<file path="src/rtl/lms_pkg.sv">
// Shared definitions for the LMS input pair joiner: FSM states, sideband
// layout and the placement of main/aux samples inside a paired beat.
package lms_pkg;

  typedef enum logic [1:0] {
    ALIGN     = 2'd0,
    DROP_AUX  = 2'd1,
    DROP_MAIN = 2'd2
  } lms_state_t;

  // timestamp + has_time + length + eov + eob
  localparam int SIDEBAND_W = 64 + 1 + 16 + 1 + 1;

  typedef struct packed {
    logic [63:0] ts;
    logic        has_time;
    logic [15:0] length;
    logic        eov;
    logic        eob;
  } lms_sb_t;

  // Slot index of each stream inside the paired tdata (slot * ITEM_W = LSB)
  localparam int PAIR_MAIN_IDX = 0;
  localparam int PAIR_AUX_IDX  = 1;

  function automatic int pair_lsb(input int idx, input int item_w);
    return idx * item_w;
  endfunction

endpackage

</file>
<file path="src/rtl/lms_pair_skid.sv">
// Two-entry AXIS skid buffer. The space flag is registered so the upstream
// join logic never sees a combinational path from the downstream tready.
module lms_pair_skid #(
  parameter int DATA_W = 8
) (
  input  logic              clk,
  input  logic              rst_n,
  input  logic [DATA_W-1:0] i_data,
  input  logic              i_valid,
  output logic              o_space,
  output logic [DATA_W-1:0] o_data,
  output logic              o_valid,
  input  logic              i_ready
);

  logic [DATA_W-1:0] r_mem [2];
  logic              r_wp, r_rp, r_space;
  logic [1:0]        r_cnt;
  logic [1:0]        w_cnt_nxt;
  logic              w_push, w_pop;

  assign w_push    = i_valid & r_space;
  assign w_pop     = (r_cnt != 2'd0) & i_ready;
  assign w_cnt_nxt = r_cnt + {1'b0, w_push} - {1'b0, w_pop};

  // Storage, pointers and fill level; space is precomputed from next fill
  always_ff @(posedge clk or negedge rst_n) begin
    if (!rst_n) begin
      r_mem[0] <= '0;
      r_mem[1] <= '0;
      r_wp     <= 1'b0;
      r_rp     <= 1'b0;
      r_cnt    <= 2'd0;
      r_space  <= 1'b0;
    end else begin
      if (w_push) begin
        r_mem[r_wp] <= i_data;
        r_wp        <= ~r_wp;
      end
      if (w_pop) r_rp <= ~r_rp;
      r_cnt   <= w_cnt_nxt;
      r_space <= (w_cnt_nxt != 2'd2);
    end
  end

  assign o_data  = r_mem[r_rp];
  assign o_valid = (r_cnt != 2'd0);
  assign o_space = r_space;

endmodule

</file>
<file path="src/rtl/lms_input_pair_joiner.sv">
// Joins one main (x[n]) beat and one aux (d[n]) beat into a paired beat for
// the LMS core. On a tlast mismatch the output packet is closed, the lagging
// stream is drained up to its own tlast, and the event is counted.
module lms_input_pair_joiner
  import lms_pkg::*;
#(
  parameter int ITEM_W    = 32,
  parameter int ERR_CNT_W = 16
) (
  input  logic                  ce_clk,
  input  logic                  ce_rst_n,
  input  logic                  enable,
  input  logic                  err_clr,
  input  logic [ITEM_W-1:0]     s_main_tdata,
  input  logic                  s_main_tlast,
  input  logic                  s_main_tvalid,
  output logic                  s_main_tready,
  input  logic [63:0]           s_main_ttimestamp,
  input  logic                  s_main_thas_time,
  input  logic [15:0]           s_main_tlength,
  input  logic                  s_main_teov,
  input  logic                  s_main_teob,
  input  logic [ITEM_W-1:0]     s_aux_tdata,
  input  logic                  s_aux_tlast,
  input  logic                  s_aux_tvalid,
  output logic                  s_aux_tready,
  output logic [2*ITEM_W-1:0]   m_pair_tdata,
  output logic                  m_pair_tlast,
  output logic                  m_pair_tvalid,
  input  logic                  m_pair_tready,
  output logic [63:0]           m_pair_ttimestamp,
  output logic                  m_pair_thas_time,
  output logic [15:0]           m_pair_tlength,
  output logic                  m_pair_teov,
  output logic                  m_pair_teob,
  output logic [ERR_CNT_W-1:0]  err_cnt,
  output logic [1:0]            state_o
);

  localparam int MAIN_LSB = pair_lsb(PAIR_MAIN_IDX, ITEM_W);
  localparam int AUX_LSB  = pair_lsb(PAIR_AUX_IDX, ITEM_W);
  localparam int SKID_W   = 2*ITEM_W + 1 + SIDEBAND_W;

  lms_state_t             r_state, w_state_nxt;
  logic [ERR_CNT_W-1:0]   r_err_cnt;
  logic                   w_take, w_inc, w_in_tlast, w_space;
  logic [2*ITEM_W-1:0]    w_pair;
  lms_sb_t                w_sb, w_out_sb;
  logic [SKID_W-1:0]      w_skid_in, w_skid_out;

  assign w_pair[MAIN_LSB +: ITEM_W] = s_main_tdata;
  assign w_pair[AUX_LSB  +: ITEM_W] = s_aux_tdata;

  assign w_sb.ts       = s_main_ttimestamp;
  assign w_sb.has_time = s_main_thas_time;
  assign w_sb.length   = s_main_tlength;
  assign w_sb.eov      = s_main_teov;
  assign w_sb.eob      = s_main_teob;

  // State register; holds while enable is low because no beat is accepted
  always_ff @(posedge ce_clk or negedge ce_rst_n) begin
    if (!ce_rst_n) r_state <= ALIGN;
    else           r_state <= w_state_nxt;
  end

  // Join / drop decisions, input readies and next state
  always_comb begin
    w_state_nxt   = r_state;
    s_main_tready = 1'b0;
    s_aux_tready  = 1'b0;
    w_take        = 1'b0;
    w_inc         = 1'b0;
    w_in_tlast    = s_main_tlast;
    case (r_state)
      ALIGN: begin
        w_take        = enable & s_main_tvalid & s_aux_tvalid & w_space;
        s_main_tready = w_take;
        s_aux_tready  = w_take;
        if (w_take && (s_main_tlast != s_aux_tlast)) begin
          // close the output packet on whichever stream ended first
          w_inc       = 1'b1;
          w_in_tlast  = 1'b1;
          w_state_nxt = s_main_tlast ? DROP_AUX : DROP_MAIN;
        end
      end
      DROP_AUX: begin
        s_aux_tready = enable;
        if (enable && s_aux_tvalid && s_aux_tlast) w_state_nxt = ALIGN;
      end
      DROP_MAIN: begin
        s_main_tready = enable;
        if (enable && s_main_tvalid && s_main_tlast) w_state_nxt = ALIGN;
      end
      default: w_state_nxt = ALIGN;
    endcase
  end

  // Saturating misalignment counter; a clear beats a same-cycle increment
  always_ff @(posedge ce_clk or negedge ce_rst_n) begin
    if (!ce_rst_n)                        r_err_cnt <= '0;
    else if (err_clr)                     r_err_cnt <= '0;
    else if (w_inc && (r_err_cnt != '1))  r_err_cnt <= r_err_cnt + 1'b1;
  end

  assign w_skid_in = {w_pair, w_in_tlast, w_sb};

  lms_pair_skid #(.DATA_W(SKID_W)) u_skid (
    .clk     (ce_clk),
    .rst_n   (ce_rst_n),
    .i_data  (w_skid_in),
    .i_valid (w_take),
    .o_space (w_space),
    .o_data  (w_skid_out),
    .o_valid (m_pair_tvalid),
    .i_ready (m_pair_tready)
  );

  assign {m_pair_tdata, m_pair_tlast, w_out_sb} = w_skid_out;
  assign m_pair_ttimestamp = w_out_sb.ts;
  assign m_pair_thas_time  = w_out_sb.has_time;
  assign m_pair_tlength    = w_out_sb.length;
  assign m_pair_teov       = w_out_sb.eov;
  assign m_pair_teob       = w_out_sb.eob;

  assign err_cnt = r_err_cnt;
  assign state_o = r_state;

endmodule

</file>
<file path="config.mk">
export PLATFORM = sky130hd
export DESIGN_NAME = lms_input_pair_joiner
export DESIGN_NICKNAME = d
export VERILOG_FILES = /design/src/rtl/lms_pkg.sv /design/src/rtl/lms_pair_skid.sv /design/src/rtl/lms_input_pair_joiner.sv
export SDC_FILE = /design/constraint.sdc
export NUM_CORES = 1
export LEC_CHECK = 0
export ABC_AREA = 0
export CELL_PAD_IN_SITES_DETAIL_PLACEMENT = 2
export CELL_PAD_IN_SITES_GLOBAL_PLACEMENT = 2
export CORE_MARGIN = 5
export CORE_UTILIZATION = 37
export DETAILED_ROUTE_END_ITERATION = 6
export PLACE_DENSITY = 0.9
export REMOVE_ABC_BUFFERS = 1
export SLEW_MARGIN = 40
export SYNTH_ARGS = -nofsm -noshare
export SYNTH_HDL_FRONTEND = slang
export SYNTH_SLANG_ARGS = --single-unit
</file>
<file path="constraint.sdc">
create_clock -name ce_clk -period 4.2 [get_ports ce_clk]
set_clock_uncertainty 0.15 [all_clocks]
set_input_delay 0.84 -clock ce_clk [delete_from_list [all_inputs] [get_ports ce_clk]]
set_output_delay 0.84 -clock ce_clk [all_outputs]
set_load 0.1 [all_outputs]
</file>
==> flow_summary.json <==
{
  "status": "complete, no violations",
  "first_global_vias": 11120,
  "dp_hpwl_mm": 28.31,
  "insertion_delay_ns": 0.53,
  "die_w_um": 203.9,
  "grt_max_degree": 105,
  "cts_max_path_buffers": 3,
  "clock_sink_count": 319,
  "fin_util_pct": 50.18,
  "drt-total-wl_mm": 44.64,
  "arrival_ns": 2.40,
  "hold_buffers": 0,
  "track_usage_pct": 21.07,
  "setup_viol": 0,
  "cp_max_fo": 50,
  "yosys_warnings": 0,
  "die_y_um": 203.9,
  "tightest_slew_ns": 0.6424,
  "wl_met3_mm": 2.863,
  "synth_edf_count": 0,
  "synthArstFlopShare_pct": 100.0,
  "syn-cell-area_um2": 13920,
  "cts_tree": "built",
  "numCtsBuffers": 38,
  "netlist-cell-type-count": 34,
  "wl_met1_mm": 16.78,
  "num_vias": 9067,
  "grt_antenna_before_repair": 4,
  "grt_pass1_wl_mm": 68.50,
  "coreArea_um2": 37400,
  "criticalPathCategory": "reg -> out",
  "synth-seq-cells": 319,
  "crit-reg2reg-launch": "state_o[1]$_DFFE_PN0P_",
  "layout_common_cells": "mux2_2, dfrtp_1, buf_4",
  "hp-class": "in -> async",
  "cp-end-kind": "primary output",
  "relSlewSlack_pct": 57.08,
  "io_buffers": 324,
  "detail_route.vias_per_cell": 5.037,
  "cts-resized-gates": 0,
  "cts_setup_buffers": 0,
  "reg2reg_to": "err_cnt[15]$_DFFE_PN0P_",
  "syn_avg_cell_area_um2": 14.93,
  "drv_slew": 0,
  "start_util_pct": 37.21,
  "worstSetupStartpointType": "register",
  "cp_data_required_time_ns": 3.21,
  "wl_per_cell_um": 24.80,
  "fmax_mhz": 295.1,
  "seq_area_frac_synth_pct": 57.36,
  "final_common_cell": "mux2_2",
  "io_pins": 325,
  "cts-root-buf": "clkbuf_16",
  "rsz0062_at_grt": "false",
  "nets": 1416,
  "place.gp.congestion": 0.7558,
  "ys.flop_type": "dfrtp_1",
  "ff2ff_path_depth": 4,
  "layoutNonFillerInstCount": 1800,
  "drtPass1Iterations": 4,
  "top_layer": "met5",
  "rows": 71,
  "synthCells": 932,
  "drv_cap": 0,
  "num-fill-cells": 3459,
  "antenna_left": 0,
  "drive_gt1_share_pct": 54.66,
  "r2r_slack_ns": 1.39,
  "dieArea_um2": 41590,
  "synthToLayoutAreaGrowth_pct": 34.85,
  "whs_ns": 0.04135,
  "dpl.cell_count": 1728,
  "path_clk_slew_ns": 0.06,
  "min_period_over_period_pct": 80.69,
  "dr_wl_met2_mm": 24.13,
  "finalHoldViolations": 0,
  "drt_iter0_markers": 327,
  "grt.overflow.total": 0,
  "drc_errors": 0,
  "min_period_ns": 3.389,
  "cts_max_level": 2
}
## per-stage QoR
| step | setup WS (ns) | cell area (um^2) | TNS [ns] |
|---|---|---|---|
| floorplan | -8.556 | 13690 | -1734.71 |
| global placement | 0.5863 | 17450 | 0 |
| detailed placement | 0.4756 | 17360 | 0 |
| CTS | 0.7445 | 18740 | 0 |
| global route | 0.7058 | 18760 | 0 |
| finish | 0.8112 | 18770 | 0 |
## sequential cells by signal, summed over array words and instances, names as in the netlist
name,cells
err_cnt,16
state_o,2
u_skid.o_space,1
u_skid.r_cnt,2
u_skid.r_mem,296
u_skid.r_rp,1
u_skid.r_wp,1
## per-layer routing
layer	vias up	track usage [%]
li1	4021	-
met1	4751	23.20
met2	223	39.37
met3	64	7.125
met4	8	4.570
met5	-	0
## layout make-up
type                    instances  area, um^2  share of cell area (%)
flip-flops and latches        319        7986                   42.56
multi-input cells             554        5722                   30.49
repair buffers                342        3028                   16.14
clock buffers                  60        1197                   6.381
well taps                     511       639.4                   3.407
clock inverters                10       178.9                  0.9535
inverters                       3       11.26                 0.06001
diodes                          1       2.502                 0.01334
## logic make-up after synthesis
| group | after synthesis | synth area share [%] |
|---|---|---|
| buffers and inverters | 59 | 1.726 |
| and+or+nand+nor | 72 | 3.012 |
| AOI/OAI and AO/OA | 27 | 1.169 |
| muxes | 447 | 36.17 |
| DFF | 319 | 57.36 |
| xor gates and xnor gates | 6 | 0.3777 |
| adders and majority gates | 2 | 0.1798 |
## worst max-delay path by stage
| stage | start | to | slack (ns) | cells past startpoint |
|---|---|---|---|---|
| after global routing | u_skid.r_rp$_DFFE_PN0P_ | m_pair_ttimestamp[19] | 0.71 | 3 |
| after CTS | u_skid.r_rp$_DFFE_PN0P_ | m_pair_ttimestamp[47] | 0.74 | 3 |
| after detailed placement | enable | err_cnt[13]$_DFFE_PN0P_ | 0.48 | 5 |
| after global placement | enable | err_cnt[15]$_DFFE_PN0P_ | 0.59 | 5 |
| after floorplan | state_o[0]$_DFFE_PN0P_ | u_skid.r_mem[148]$_DFFE_PN0P_ | -8.56 | 3 |
| final | u_skid.r_rp$_DFFE_PN0P_ | m_pair_ttimestamp[19] | 0.81 | 3 |
## cells in the mapped netlist (all sizes together) (6+ instances only)
cell,count,area share [%]
mux2,447,36
buf,26,0.84
nor2,9,0.24
dfrtp,319,57
a21oi,12,0.43
clkbuf,30,0.81
nand4,6,0.27
o31ai,8,0.43
nand2,7,0.19
or4,8,0.43
nand3,10,0.36
## worst max-delay path: stages, from the launching register on
cell and delay (ns):
dfrtp_4 0.80, buf_12 0.35, mux2_2 0.41, buf_4 0.24
Power is left out: the tool's default activity adds up to more than one toggle a clock period on the data nets, which glitch-free logic cannot reach.
